--- src/rtl/sprite_pixel_fetch.sv ---
`timescale 1ns/1ps
// Sprite pixel fetch: picks one object per pixel by priority, reads the sprite-sheet ROM and
// composites the colour-keyed texel over the background, with sync delayed to stay aligned.
module sprite_pixel_fetch #(
   parameter int             N_OBJ     = 4,
   parameter int             AW        = 17,
   parameter int             CW        = 12,
   parameter int             ROM_LAT   = 1,
   parameter logic [CW-1:0]  KEY       = 12'h0F0,
   parameter logic           SYNC_IDLE = 1'b1
) (
   input  logic                  clk,
   input  logic                  rst_n,
   input  logic                  valid,
   input  logic                  hsync_in,
   input  logic                  vsync_in,
   input  logic [CW-1:0]         bg_rgb,
   input  logic [N_OBJ-1:0]      obj_en,
   input  logic [N_OBJ*AW-1:0]   obj_addr,
   output logic [AW-1:0]         rom_addr,
   input  logic [CW-1:0]         rom_data,
   output logic [CW-1:0]         rgb_out,
   output logic                  hsync_out,
   output logic                  vsync_out,
   output logic [AW-1:0]         opaque_cnt
);

   localparam int L = ROM_LAT + 2;

   logic                w_hit;
   logic [AW-1:0]       w_addr;
   logic                w_opaque;
   logic                w_vsFall;

   logic [ROM_LAT:0]    r_validP;
   logic [ROM_LAT:0]    r_hitP;
   logic [CW-1:0]       r_bgP [0:ROM_LAT];
   logic [L-1:0]        r_hsDly;
   logic [L-1:0]        r_vsDly;
   logic [AW-1:0]       r_frameCnt;

   // Scan from the top so the lowest set index is the last one written and wins.
   always_comb begin
      w_hit  = 1'b0;
      w_addr = '0;
      for (int i = N_OBJ - 1; i >= 0; i--) begin
         if (obj_en[i]) begin
            w_hit  = 1'b1;
            w_addr = obj_addr[i*AW +: AW];
         end
      end
   end

   // Index 0 is the address stage; index ROM_LAT lines up with the returning rom_data.
   always_ff @(posedge clk or negedge rst_n) begin
      if (!rst_n) begin
         rom_addr <= '0;
         r_validP <= '0;
         r_hitP   <= '0;
         for (int i = 0; i <= ROM_LAT; i++) begin
            r_bgP[i] <= '0;
         end
      end else begin
         rom_addr <= (valid && w_hit) ? w_addr : '0;
         r_validP <= {r_validP[ROM_LAT-1:0], valid};
         r_hitP   <= {r_hitP[ROM_LAT-1:0], w_hit};
         r_bgP[0] <= bg_rgb;
         for (int i = 1; i <= ROM_LAT; i++) begin
            r_bgP[i] <= r_bgP[i-1];
         end
      end
   end

   always_ff @(posedge clk or negedge rst_n) begin
      if (!rst_n) begin
         r_hsDly <= {L{SYNC_IDLE}};
         r_vsDly <= {L{SYNC_IDLE}};
      end else begin
         r_hsDly <= {r_hsDly[L-2:0], hsync_in};
         r_vsDly <= {r_vsDly[L-2:0], vsync_in};
      end
   end

   assign hsync_out = r_hsDly[L-1];
   assign vsync_out = r_vsDly[L-1];

   // The vsync edge is judged on the value about to reach the pin, in step with rgb_out.
   assign w_vsFall = (r_vsDly[L-1] == SYNC_IDLE) && (r_vsDly[L-2] != SYNC_IDLE);
   assign w_opaque = r_validP[ROM_LAT] && r_hitP[ROM_LAT] && (rom_data != KEY);

   always_ff @(posedge clk or negedge rst_n) begin
      if (!rst_n) begin
         rgb_out    <= '0;
         opaque_cnt <= '0;
         r_frameCnt <= '0;
      end else begin
         if (!r_validP[ROM_LAT]) begin
            rgb_out <= '0;
         end else if (w_opaque) begin
            rgb_out <= rom_data;
         end else begin
            rgb_out <= r_bgP[ROM_LAT];
         end
         if (w_vsFall) begin
            opaque_cnt <= r_frameCnt;
            r_frameCnt <= w_opaque ? AW'(1) : '0;
         end else if (w_opaque && (r_frameCnt != '1)) begin
            r_frameCnt <= r_frameCnt + AW'(1);
         end
      end
   end

endmodule

--- config.mk ---
export PLATFORM = sky130hd
export DESIGN_NAME = sprite_pixel_fetch
export DESIGN_NICKNAME = d
export VERILOG_FILES = /design/src/rtl/sprite_pixel_fetch.sv
export SDC_FILE = /design/constraint.sdc
export NUM_CORES = 1
export LEC_CHECK = 0
export BUFFER_PORTS_ARGS = -buffer_cell sky130_fd_sc_hd__buf_4
export CAP_MARGIN = 20
export CORE_AREA = 2 2 110 112
export CTS_CLUSTER_DIAMETER = 60
export CTS_CLUSTER_SIZE = 16
export DETAILED_ROUTE_END_ITERATION = 7
export DIE_AREA = 0 0 112 114
export GPL_ROUTABILITY_DRIVEN = 0
export HOLD_SLACK_MARGIN = 0.1
export SETUP_SLACK_MARGIN = 0.02
export SLEW_MARGIN = 5
export SYNTH_ARGS = -nofsm -noshare
export SYNTH_HDL_FRONTEND = slang
export SYNTH_SLANG_ARGS = --single-unit
export TNS_END_PERCENT = 10
--- constraint.sdc ---
create_clock -name clk -period 3.45 [get_ports clk]
set_input_delay 0.69 -clock clk [delete_from_list [all_inputs] [get_ports clk]]
set_output_delay 0.69 -clock clk [all_outputs]
set_load 0.05 [all_outputs]
Word level (Yosys, flattened, before mapping)
Cells that the tools add are included.

Logic and storage cells: 34. Input bits: 101. Output and inout port bits: 48. Register bits: 97.

Reductions and logical operators: 6. Equal/unequal tests: 2. Add/subtract/negate cells: 1. Bitwise operators: 1. Multiplexer cells: 14.

Operator list (count): $mux W17 (7); $mux W12 (2); $add A17 B1 Y17 const B (1); $ne A17 B17 Y1 const B (1); $ne A12 B8 Y1 const B (1); $logic_and A1 B1 Y1 (5); $mux W1 (5); $reduce_bool A2 Y1 (1); $not A1 Y1 (1).

Logic depth before layout (Yosys ltp)
Gate-level depths: netlist of run 1.

Word-level depth: 6. Mapped depth: 11. Mapped depth without buffers: 9.

Worst setup path before layout of run 1
Ideal clock, no wire load.

Path kind: reg-to-reg. Start: register r_frameCnt[0]. End: register r_frameCnt[13]. Library setup time: 0.078 ns. Buffers on the path: 1. Data required time: 3.372 ns. Data arrival time: 2.238 ns. Stages on the path, launching flop included: 11. Period minus slack after synthesis: 2.316 ns. Slack: 1.134 ns. Cell sequence: dfrtp_1 -> ha_1 -> and2_1 -> nand4_4 -> nor3_1 -> ha_1 -> nand3b_1 -> a31o_4 -> buf_6 -> or4_1 -> a21oi_1.

Word-level cells in the longest chain between the ends: 3. Elaborated cells on any way between the ends: 6. Classes of those cells: 1 x add/sub; 1 x eq/ne; 2 x mux; 2 x reduce/logical.

Ends and longest elaborated chain: from (decl) (RTL line 40) `logic [AW-1:0] r_frameCnt;`; from (signal assigned) (RTL line 106) `r_frameCnt <= w_opaque ? AW'(1) : '0;`; from (signal assigned) (RTL line 108) `r_frameCnt <= r_frameCnt + AW'(1);`; $add A17 B1 Y17 or $ne A17 B17 Y1 (tied branches) (RTL line 108, 107); $mux W17 or $logic_and A1 B1 Y1 (tied branches) (RTL line 107) `end else if (w_opaque && (r_frameCnt != '1)) begin`; $mux W17 or $reduce_bool A2 Y1 (tied branches).

Parallel ways exist; a longest one is shown, timed or not. The select of a mux whose other input is x is not followed. A chain may end at the register's enable or synchronous reset.

Worst setup path after layout of run 1
Start: register r_frameCnt[0]. End: register r_frameCnt[8].

The elaborated chain is that of the path after synthesis.

==> flow_results.org, run 1 <==
** Worst hold path
- The worst hold path passes through 0 cells.
- The path class of the tightest hold or removal check is reg -> reg.
- Destination of the worst hold path :: r_bgP[2]
- The worst hold path begins at r_bgP[14].

** Clock network
- TritonCTS clock tree :: yes
- Inserted Clock Buffers :: 9
- Clock tree buffer depth :: 2
- Gates resized during post-CTS repair numbered 0.
- Max H-tree Level :: 3
- Clock Latency Late Sink :: 0.34 ns
- The number of hold buffers added after CTS was 0.
- Counting every sink on the clock net gives 97.
- Clk pin slew, worst setup/hold paths :: 0.07 ns
- Clock root buffer :: sky130_fd_sc_hd__clkbuf_16
- Post CTS Setup Buffer Count :: 0

** STA
- The tightest hold path in the finished design has a slack of 0.347 ns.
- Least-Margin Pin Slew :: 0.945 ns
- Hold Vio Cnt, Final :: 0
- Setup repair after global routing missed its margin :: false
- Of the available clock period, the critical path in the final layout requires 0.731.
- The clock arrives with 0.00791 ns of skew.
- The final max-slew violation count is 0.
- Highest clock frequency the design can meet :: 0.397 GHz
- The smallest clock period supported by the final layout is computed as 2.52 ns.
- PnR worst setup slack :: 0.928 ns
- Setup violations remaining at the end of the flow were counted as 0.
- After routing, the total negative slack on setup checks comes to 0 ns.
- Normalized max-slew margin :: 0.368

** Power
- Share of total power in combinational logic :: 0.167
- For this design the ratio of total power to cell area is 476 mW/mm^2.
- The analysis attributes to cell leakage a power of 0.00274 uW.
- Clock power frac :: 0.358
- The worst-case IR drop observed on VDD is 206 uV.
- For this design the total switching power over the nets is 740 uW.
- Cell internal power was estimated by the tool at 1870 uW.
- The share of total power dissipated in sequential elements is 0.475.
- Of the total power, the share spent switching nets is 0.284.

** Synthesis
- Avg Inst Size Synth :: 10.5 sq um
- The share of synthesized area in the top cell type comes to 0.573.
- After synthesis, the share of cell area in mux cells is 0.00504.
- The number of nets handed over by synthesis was 481.
- Total standard cell area after synthesis :: 0.00397 sq mm
- The most used flip-flop cell after synthesis is sky130_fd_sc_hd__dfrtp_1.
- Dominant combinational cell family by area after synthesis :: simple AND/OR/NAND/NOR gates
- Post-synthesis sequential area ratio :: 0.613
- Count of unique library cells instantiated by Yosys :: 38
- Post-synthesis compound-gate area fraction :: 0.161
- Ranked by instance count, the synthesized netlist is headed by sky130_fd_sc_hd__nand2_1 (98), sky130_fd_sc_hd__dfrtp_1 (91), sky130_fd_sc_hd__a21oi_1 (29), sky130_fd_sc_hd__inv_1 (20), sky130_fd_sc_hd__clkbuf_1 (18).
- Yosys printed 0 warnings.
- Share of synthesized cell area in and, or, nand and nor gates :: 0.167
- Yosys mapped a number of flops with a built-in enable equal to 0.
- Of the total synthesized cell area, the portion taken by XOR and XNOR cells is 0.
- The largest total area in the synthesized netlist belongs to sky130_fd_sc_hd__dfrtp_1.
- Counting every instance in the synthesized netlist gives 378.
- After synthesis the netlist holds a flip-flop and latch count of 97.
- Adder-Cell Fraction of Synth Area :: 0.00630
- Largest cells by area after synthesis :: sky130_fd_sc_hd__dfrtp_1 (57%), sky130_fd_sc_hd__nand2_1 (9.3%), sky130_fd_sc_hd__dfstp_2 (4.0%)
- After synthesis, the share of flip-flops with an asynchronous set or reset is 1.00.
- The most common cell in the synthesized netlist is sky130_fd_sc_hd__nand2_1.

** Placement
- The count of buffers added on input and output ports is 148.
- HPWL Detailed :: 6860 microns
- In this run the cell area measured after placement is 0.00519 sq mm.
- Worst setup slack before clock tree synthesis :: 0.944 ns

** Cells and area
- Of the cells placed in the final design, the portion with a size suffix greater than 1 is 0.347.
- Total Nets Final :: 620
- 0 antenna diodes ended up in the layout.
- Utilization after layout :: 0.467
- The finished cells cover 0.00547 sq mm.
- Area growth, synth to finish :: 37.7%

** Floorplanning
- Number of rows in the core area :: 40
- Die Outline Area :: 0.0128 sq mm
- Die Span Y :: 114 microns
- The region available for standard cell placement spans 0.0117 sq mm.
- Total I/O pin count :: 149
- Starting density of the core :: 0.339
- The die is 112 microns wide.

** Drt
- After detailed routing, the number of vias per cell comes to 4.96.
- In the routed design, unresolved DRC markers number 0.
- Antenna Violating Nets Remaining :: 0
- The first routing iteration left 153 violations.
- In the final routed layout, each cell accounts on average for 14.0 microns.
- For this run, the detailed router's first-pass iteration total came to 4.
- The detailed router placed 3320 vias in this run.
- Detailed Route WL :: 9380 microns

** Setup path
- The critical path is of the reg -> reg type.
- Element type at the critical path start :: register
- Ordered list of cells on the worst path :: ha_1 > and2_1 > nand4_4 > nor3_1 > ha_1 > nand3b_1 > a31o_4 > or4_1 > a21oi_1
- The most numerous cell type found on the critical path is sky130_fd_sc_hd__ha_1.
- Grouping stages by cell kind, the critical path spends the most delay in simple AND/OR/NAND/NOR gates.
- Of all nets on the critical path, the largest fanout is 31.
- STA puts the critical path data required time at 3.72 ns.
- For this design, the slowest cell found on the critical path is sky130_fd_sc_hd__or4_1.
- For this run, the slowest stage of the critical path takes 0.50 ns.
- Critical path endpoint category :: register
- Startpoint of the most critical register-to-register path :: r_frameCnt[0]
- The worst register-to-register path has a setup slack of 0.93 ns.
- Number of buffers and inverters on the critical path :: 0
- Measured in cells, the most critical reg-to-reg path has a length of 9.
- CP arrival :: 2.79 ns
- Reg-to-Reg End :: r_frameCnt[8]

** Global routing
- Global routing usage summed across all routing layers :: 0.153
- Initial antenna violation count :: 0
- Summed over all layers, the global routing overflow is 0.
- The first global-routing pass estimated 15700 microns of wire.
- Largest net degree at the start of global routing :: 62
- The via count of the first global-routing pass is 3260.

** Flow run
- Count of maximum capacitance violations :: 0

** Outcome
- Run status :: completed
==> placed cells by master (no fill, tap or decap), drive strengths merged, types with 2 or more instances in the layout <==
cell | netlist | final
ha | 2 | 2
o21ai | 18 | 18
clkinv | 0 | 3
or3 | 3 | 3
inv | 20 | 22
dfrtp | 91 | 91
clkbuf | 18 | 9
mux2i | 2 | 2
nor2 | 3 | 3
nand2 | 98 | 98
dfstp | 6 | 6
and3 | 2 | 2
buf | 6 | 152
a211o | 17 | 17
clkinvlp | 0 | 2
o31ai | 9 | 9
nand3 | 6 | 6
a21oi | 29 | 29
nand4 | 4 | 4
nor2b | 2 | 2
a221oi | 16 | 16
or4 | 12 | 12
o211ai | 2 | 2
==> worst register-to-register path, cell delays in order (launching register included) <==
cell and delay, ns:
sky130_fd_sc_hd__dfrtp_1 0.45, sky130_fd_sc_hd__ha_1 0.25, sky130_fd_sc_hd__and2_1 0.20, sky130_fd_sc_hd__nand4_4 0.14
sky130_fd_sc_hd__nor3_1 0.07, sky130_fd_sc_hd__ha_1 0.19, sky130_fd_sc_hd__nand3b_1 0.17, sky130_fd_sc_hd__a31o_4 0.33
sky130_fd_sc_hd__or4_1 0.50, sky130_fd_sc_hd__a21oi_1 0.15
==> sequential cells by signal, summed over array words and instances (netlist names) <==
register,cells
opaque_cnt,17
r_bgP,24
r_frameCnt,17
r_hitP,2
r_hsDly,3
r_validP,2
r_vsDly,3
rgb_out,12
rom_addr,17
==> power by group through the flow <==
stage	registers [uW]	clock network, uW	logic [uW]
3_3_place_gp	1260	0	438
6_report	1240	932	436
4_1_cts	1240	961	442
5_1_grt	1250	1010	474
3_5_place_dp	1260	0	441
2_1_floorplan	1380	0	117
==> stage by stage <==
step                power (uW)  instances
floorplan                 1500        378
global placement          1700        653
detailed placement        1700        653
CTS                       2640        669
global route              2730        669
finish                    2610        669
==> routing by layer <==
metal | share of wire | global-route usage
met1 | 0.41 | 0.183
met2 | 0.49 | 0.261
met3 | 0.078 | 0.0457
met4 | 0.025 | 0.0618
met5 | 0 | 0
==> layout make-up <==
cell class | count | area, sq um
multi-input combinational | 237 | 1360
clock buffer | 9 | 225
inverter | 20 | 75.1
sequential | 97 | 2430
tap | 147 | 184
fill | 1136 | 6240
clock inverter | 7 | 53.8
timing repair buffer | 152 | 1140
==> kinds of logic after synthesis <==
group | Yosys count
AO/OA/AOI/OAI | 94
buffers and inverters | 44
AND/OR/NAND/NOR | 139
multiplexers | 2
flip-flops | 97
adder cells (fa/ha/maj) | 2
==> worst max-delay path by stage <==
stage	from	endpoint	slack, ns	cells past startpoint
2_1_floorplan	r_frameCnt[0]	r_frameCnt[13]	1.13	10
3_3_place_gp	r_frameCnt[0]	r_frameCnt[15]	0.97	9
3_5_place_dp	r_frameCnt[0]	r_frameCnt[15]	0.94	9
4_1_cts	r_frameCnt[0]	r_frameCnt[8]	0.90	9
5_1_grt	r_frameCnt[0]	r_frameCnt[13]	0.74	9
6_report	r_frameCnt[0]	r_frameCnt[8]	0.93	9
(Power assumes the default switching activity.)
==> run 2: changes to the inputs <==
==> constraint.sdc (replaced) <==
create_clock -name clk -period 2.25 [get_ports clk]
set_input_delay 0.45 -clock clk [delete_from_list [all_inputs] [get_ports clk]]
set_output_delay 0.45 -clock clk [all_outputs]
set_load 0.05 [all_outputs]
==> run 2 against run 1 <==
  * The flow now finishes with violations (negative setup slack)
  * Sequential power rose by 52%
  * First-iteration DRC count fell by 24%
  * Wire length rose by 9.3%
  * Combinational power rose by 73%
  * Largest power group unchanged
  * Die area did not move
  * Power rose by 64%
  * Via count rose by 2.8%
  * Final cell count rose by 3.6%
  * Non-clock buffer count rose by 23
  * Highest routed layer unchanged
  * Utilization rose by 2.5 points
==> flow_results.org, run 2 (synthesis results as in run 1) <==
** Outcome
- The flow ran to the end, but the final reports show violations.
- The final reports fail on negative setup slack.

** Setup path
- Across all register-to-register paths, the minimum setup slack is -0.07 ns.
- Element type at the critical path start :: register
- WS Path Type :: reg -> reg
- The worst setup path is captured at a register.
- CP arrival :: 2.59 ns
- Along the worst path, the maximum fanout reaches 7.
- At the worst endpoint, the required time is 2.52 ns.

** Drt
- Detailed Route WL :: 10200 microns
- Overall via count from detail_route :: 3413
- The detailed router finished its first iteration with 116 violations.
- For this run, design rule violations remaining after detail routing come to 0.
- In this run the remaining antenna-violating nets after routing total 0.
- The first TritonRoute pass finished after 6 iterations.
- In the routed layout, each cell is associated on average with a via count of 4.92.
- After detailed routing, the average wire length per cell comes to 14.8 microns.

** Placement
- Input and output buffers added on the ports amount to 148.
- Detailed placement ended at an HPWL of 7210 microns.
- Total placed instance area :: 0.00536 sq mm
- Placed Instances :: 672

** Cells and area
- Summing all flip-flop and latch instances after layout gives 0.00243 sq mm.
- The library cell used most frequently in the layout, excluding fill and tap cells, is sky130_fd_sc_hd__buf_4.
- Number of flip-flops in the largest register :: 24
- Top library cells by usage in the layout, fill and taps aside :: sky130_fd_sc_hd__buf_4 (173), sky130_fd_sc_hd__nand2_1 (98), sky130_fd_sc_hd__dfrtp_1 (91)
- After the last flow step, the layout net total stands at 645.
- Area growth, synth to finish :: 45.0%
- Share of post-route cells with drive strength above 1 :: 0.392
- Number of inserted diodes :: 0
- Register name with the most flops :: r_bgP
- Once layout is complete, the cells apart from fillers number 693.
- The multi-input combinational cells in the finished layout cover a total of 0.00141 sq mm.
- Once layout is done, the placed cells without fillers occupy 0.00576 sq mm.
- Fillcell total :: 1089

** Global routing
- Global routing usage summed across all routing layers :: 0.167
- The first global-routing pass estimated 17000 microns of wire.
- Largest net degree at the start of global routing :: 44
- Overall overflow remaining after global route :: 0
- Number of global-route vias before repair :: 3498
- Initial antenna violation count :: 0

** STA
- Setup violations remaining at the end of the flow were counted as 4.
- On the final layout, the worst hold slack is 0.102 ns.
- Sum of negative setup slack :: -0.188 ns
- Portion of the clock cycle consumed by the worst path in the final layout :: 1.03
- Least-Margin Pin Slew :: 0.575 ns
- The final-report hold violation count was 0.
- PnR worst setup slack :: -0.0655 ns
- Highest clock frequency the design can meet :: 0.432 GHz
- The worst pin sits at a relative slew slack of 0.616.
- The clock arrives with 0.00987 ns of skew.
- Setup repair after global routing missed its margin :: true
- The worst path in the final design needs a cycle of 2.32 ns, including I/O delays and setup.
- Final Slew Violations :: 0

** Power
- Of the total power, registers draw 0.441.
- VDD IR max :: 360 uV
- Leak pwr :: 0.00290 uW
- Sum of internal, switching and leakage power :: 4270 uW
- In this run the power density over the cells is 742 mW/mm^2.
- For this design the total switching power over the nets is 1150 uW.
- Clock power frac :: 0.383
- The share of total power dissipated in combinational logic is 0.176.
- Internal power comes to 3120 uW.
- Of the total power, the share spent switching nets is 0.269.

** Worst hold path
- The worst hold path belongs to the class in -> async.

** Floorplanning
- For this configuration, the core starts out at a cell density of 0.339.
- Die Outline Area :: 0.0128 sq mm
- Die extent in x :: 112 microns
- Total I/O pin count :: 149
- Die Span Y :: 114 microns
- Number of rows in the core area :: 40
- The region available for standard cell placement spans 0.0117 sq mm.

** Clock network
- TritonCTS built the clock tree.
- The clock reaches the later pin of the worst-skew pair after 0.35 ns.
- The H-tree was split into 3 levels.
- Clk pin slew, worst setup/hold paths :: 0.07 ns
- For this design, the sink count on the clock tree is 97.
- The number of hold buffers added after CTS was 0.
- Counting the buffers created by CTS gives 9.
- Clock root buffer :: sky130_fd_sc_hd__clkbuf_16
- Clock tree buffer depth :: 2

** Flow run
- Count of maximum capacitance violations :: 0
==> run 2: cell count changes in the layout (fill, tap and decap cells not counted), sizes merged <==
cell,before,now
buf,152,175
a31o,1,3
bufinv,0,2
clkinv,3,1
clkinvlp,2,1
==> run 2: layout make-up <==
class / count / share of cell area
sequential: 97 / 0.423
timing repair buffer: 175 / 0.232
inverter: 20 / 0.0130
clock buffer: 9 / 0.0391
tap: 147 / 0.0319
clock inverter: 6 / 0.0156
multi-input combinational: 239 / 0.245
==> run 2: through the flow <==
stage	utilization	setup WS, ns
6_report	0.492	-0.0655
5_1_grt	0.492	-0.123
3_3_place_gp	0.457	0.0371
4_1_cts	0.486	-0.00436
2_1_floorplan	-	0.00611
3_5_place_dp	0.457	-0.00884
==> run 2: power groups by stage <==
stage,sequential (uW),combinational (uW),clock [uW]
3_3_place_gp,1910,730,0
2_1_floorplan,2120,182,0
5_1_grt,1890,817,1770
4_1_cts,1880,746,1680
3_5_place_dp,1920,737,0
6_report,1880,754,1640
==> run 2: path summary, 6_finish.rpt <==
| path | start | end | depth (start not counted) |
|---|---|---|---|
| setup / recovery | r_frameCnt[1] | r_frameCnt[11] | 9 |
| setup reg to reg | r_frameCnt[1] | r_frameCnt[11] | 9 |
| min in group clk | bg_rgb[3] | r_bgP[15] | 1 |
| hold / removal | rst_n | opaque_cnt[11] | 1 |
| max in group asynchronous | rst_n | r_hsDly[0] | 2 |
| hold reg to reg | r_bgP[15] | r_bgP[3] | 0 |
==> run 2: worst max-delay path, cell delays in order, from the launching register on <==
cell and delay [ns]:
sky130_fd_sc_hd__dfrtp_1 0.39, sky130_fd_sc_hd__ha_2 0.19, sky130_fd_sc_hd__and2_4 0.15, sky130_fd_sc_hd__nand4_4 0.09
sky130_fd_sc_hd__nor3_2 0.05, sky130_fd_sc_hd__ha_2 0.18, sky130_fd_sc_hd__nand3b_1 0.26, sky130_fd_sc_hd__a31o_4 0.30
sky130_fd_sc_hd__or4_1 0.49, sky130_fd_sc_hd__a21oi_1 0.15
==> run 2: repair_timing <==
action / 4_1_cts / 5_1_grt
gates cloned: 2 / 0
gates resized for setup: 2 / 7
setup buffers: 0 / 4
endpoints found under the hold margin: 0 / 0
setup endpoints to repair: 5 / 14
pin swaps: 6 / 10
==> run 2: metal layers <==
layer  global-route usage  part of all wire  vias up
li1                     -                 -     1652
met3               0.0473             0.070       13
met2                0.286              0.51      131
met1                0.201              0.40     1617
met5                    0                 0        -
met4               0.0626             0.019        0
==> run 3: changes to the inputs <==
==> constraint.sdc (replaced) <==
create_clock -name clk -period 2.2 [get_ports clk]
set_input_delay 0.44 -clock clk [delete_from_list [all_inputs] [get_ports clk]]
set_output_delay 0.44 -clock clk [all_outputs]
set_load 0.05 [all_outputs]
==> run 3 against run 2 <==
  * The run still ends with negative setup slack left
  * First-iteration DRC count rose by 8.6%
  * Wire length fell by 0.58%
  * Count of clock-buffer cells in the layout did not move
  * Setup slack improved by 0.031 ns
  * Design area fell by 0.63%
  * Maximum frequency rose by 3.6%
  * Combinational power rose by 1%
  * Clock skew barely moved
  * Utilization fell by 0.31 points
  * Critical endpoint is now r_frameCnt[15]
==> flow_results.org, run 3 (synthesis results as in run 1) <==
** Outcome
- Run status :: finished, violations left
- The checks that failed: negative setup slack.

** Clock network
- Counting along the longest clock path gives a buffer depth of 2.
- Clock root buffer :: sky130_fd_sc_hd__clkbuf_16
- Clock Latency Late Sink :: 0.34 ns
- The H-tree was split into 3 levels.
- After clock tree synthesis, the clock-pin slew on the worst setup and hold paths is 0.08 ns.
- TritonCTS clock tree :: yes
- Inserted Clock Buffers :: 9
- Hold Buf Count CTS :: 0
- Clock tree sinks :: 97

** Drt
- After detailed routing, the number of vias per cell comes to 4.88.
- For this run, design rule violations remaining after detail routing come to 0.
- After detailed routing, the average wire length per cell comes to 14.7 microns.
- Summing over every cut layer, the via total after detailed routing is 3389.
- Detailed Route WL :: 10200 microns
- Antenna Violating Nets Remaining :: 0
- TritonRoute pass-1 iters :: 5
- First DRT Iteration DRCs :: 126

** STA
- Final Slew Violations :: 0
- In the finished design, the share of the clock period the worst path needs comes to 1.02.
- For the finished layout, the period the worst path requires is 2.23 ns.
- Layout Skew :: 0.0103 ns
- Setup repair after global routing missed its margin :: true
- After layout, the worst setup slack is -0.0348 ns.
- Least-Margin Pin Slew :: 0.580 ns
- The final-report hold violation count was 0.
- Setup violations remaining at the end of the flow were counted as 7.
- Highest clock frequency the design can meet :: 0.447 GHz
- The worst pin sits at a relative slew slack of 0.613.

** Cells and area
- Top library cells by usage in the layout, fill and taps aside :: sky130_fd_sc_hd__buf_4 (173), sky130_fd_sc_hd__nand2_1 (98), sky130_fd_sc_hd__dfrtp_1 (91)
- The final layout contains 645 nets.
- Reg area :: 0.00243 sq mm
- From synthesis to final layout, the design area changed by 44.1%.
- Register name with the most flops :: r_bgP
- Most common cell after layout, fill and taps aside :: sky130_fd_sc_hd__buf_4
- The register with the most flip-flops in the layout has 24 of them.
- Multi-input gate area in the final layout :: 0.00139 sq mm
- Fillcell total :: 1099
- Number of inserted diodes :: 0
- The finished layout holds 694 standard cells, fillers aside.
- Share of post-route cells with drive strength above 1 :: 0.386

** Global routing
- Global-route wire length before repair :: 16600 microns
- Entering global routing, the biggest net connects 44 pins.
- The number of antenna violations at the first check in global routing came to 0.
- Global route hottest layer :: met2
- For this run, the total global-route usage over all layers was measured as 0.164.
- Grt met2 use :: 0.278
- In the global route stage, met1 resource usage came out at 0.196.
- Overall overflow remaining after global route :: 0
- In the global route stage, met3 resource usage came out at 0.0388.
- The via count of the first global-routing pass was 3389.

** Setup path
- The worst register-to-register path begins at r_frameCnt[1].
- Worst setup path start :: r_frameCnt[1]
- WS Path Type :: reg -> reg
- For the worst flop-to-flop path, the logic depth is 9.
- Across all register-to-register paths, the minimum setup slack is -0.03 ns.
- The worst register-to-register path ends at r_frameCnt[15].
- Element type at the critical path start :: register
- At the worst endpoint, the arrival time is 2.51 ns.
- Critical path required time :: 2.47 ns
- Largest driver fanout on the critical path :: 7
- Critical Path Sink :: r_frameCnt[15]
- The worst setup path is captured at a register.

** Power
- Power spread over the standard cell area amounts to 742 mW/mm^2.
- Switch Pwr :: 1240 uW
- Leak pwr :: 0.00289 uW
- Of the total power, the clock network draws 0.366.
- Share of total power in combinational logic :: 0.180
- Internal Dissipation :: 3000 uW
- VDD IR max :: 398 uV
- The share of total power dissipated in sequential elements is 0.453.
- Of the total power, the share spent switching nets is 0.292.

** Placement
- HPWL Detailed :: 7550 microns
- Buffers on Ports :: 148
- Worst setup slack before clock tree synthesis :: -0.0279 ns
- Placed Instances :: 675

** Floorplanning
- In this run the horizontal extent of the chip is 112 microns.
- In this run the count of I/O pins placed on the die edge is 149.
- From bottom edge to top edge, the die measures 114 microns.
- The die covers 0.0128 sq mm.
- Number of rows in the core area :: 40
- Starting density of the core :: 0.339
- Placeable core region :: 0.0117 sq mm

** Worst hold path
- Class of the tightest hold or removal check :: in -> async

** Flow run
- Count of maximum capacitance violations :: 0
-- run 3: power by group through the flow --
| stage | clock (uW) | sequential [uW] | combinational (uW) |
|---|---|---|---|
| after floorplan | 0 | 2160 | 186 |
| after global placement | 0 | 1960 | 749 |
| after detailed placement | 0 | 1960 | 758 |
| after CTS | 1610 | 1930 | 766 |
| after global routing | 1690 | 1930 | 826 |
| final | 1560 | 1920 | 765 |
-- run 3: layer usage --
metal | share of wire | wire [microns] | vias to the layer above
li1 | - | - | 1662
met1 | 0.41 | 4150 | 1568
met2 | 0.50 | 5070 | 141
met3 | 0.068 | 692 | 18
met4 | 0.027 | 272 | 0
met5 | 0 | 0 | -
-- run 3: critical path: stages, from the launching register on --
cell                       delay (ns)
sky130_fd_sc_hd__dfrtp_1         0.39
sky130_fd_sc_hd__ha_2            0.20
sky130_fd_sc_hd__and2_4          0.17
sky130_fd_sc_hd__nand4_4         0.09
sky130_fd_sc_hd__nor3_2          0.04
sky130_fd_sc_hd__ha_2            0.17
sky130_fd_sc_hd__nand3b_1        0.22
sky130_fd_sc_hd__a31o_4          0.27
sky130_fd_sc_hd__or4_1           0.47
sky130_fd_sc_hd__a21oi_1         0.14
-- run 3: final cells by class --
cell class,count,share of cell area
Timing Repair Buffer,175,0.234
Tap cell,147,0.0321
Clock inverter,7,0.0138
Clock buffer,9,0.0394
Inverter,20,0.0131
Sequential cell,97,0.425
Multi-Input combinational cell,239,0.242
-- run 3: worst min path at each step --
stage                    from              to  slack [ns]  depth (start not counted)
floorplan               rst_n   opaque_cnt[0]        0.14                          0
global placement    r_bgP[15]        r_bgP[3]        0.33                          0
detailed placement  r_bgP[16]        r_bgP[4]        0.33                          0
CTS                     rst_n  opaque_cnt[11]        0.10                          1
global route            rst_n  opaque_cnt[10]        0.12                          1
finish                  rst_n  opaque_cnt[10]        0.09                          1
-- run 3: per-stage QoR --
stage	utilization	area, sq um	hold slack (ns)	setup TNS, ns	power, uW
2_1_floorplan	-	3980	0.144	-0.00883	2350
3_3_place_gp	0.460	5390	0.334	0	2710
3_5_place_dp	0.460	5390	0.335	-0.0676	2720
4_1_cts	0.487	5710	0.102	-0.151	4310
5_1_grt	0.489	5720	0.119	-1.34	4450
6_report	0.489	5720	0.0914	-0.134	4240
-- run 3: timing repair --
action,CTS,global route
gates cloned,2,0
buffers inserted,0,1
endpoints found under the setup margin,5,15
gates resized for setup,0,2
pin swaps,4,3
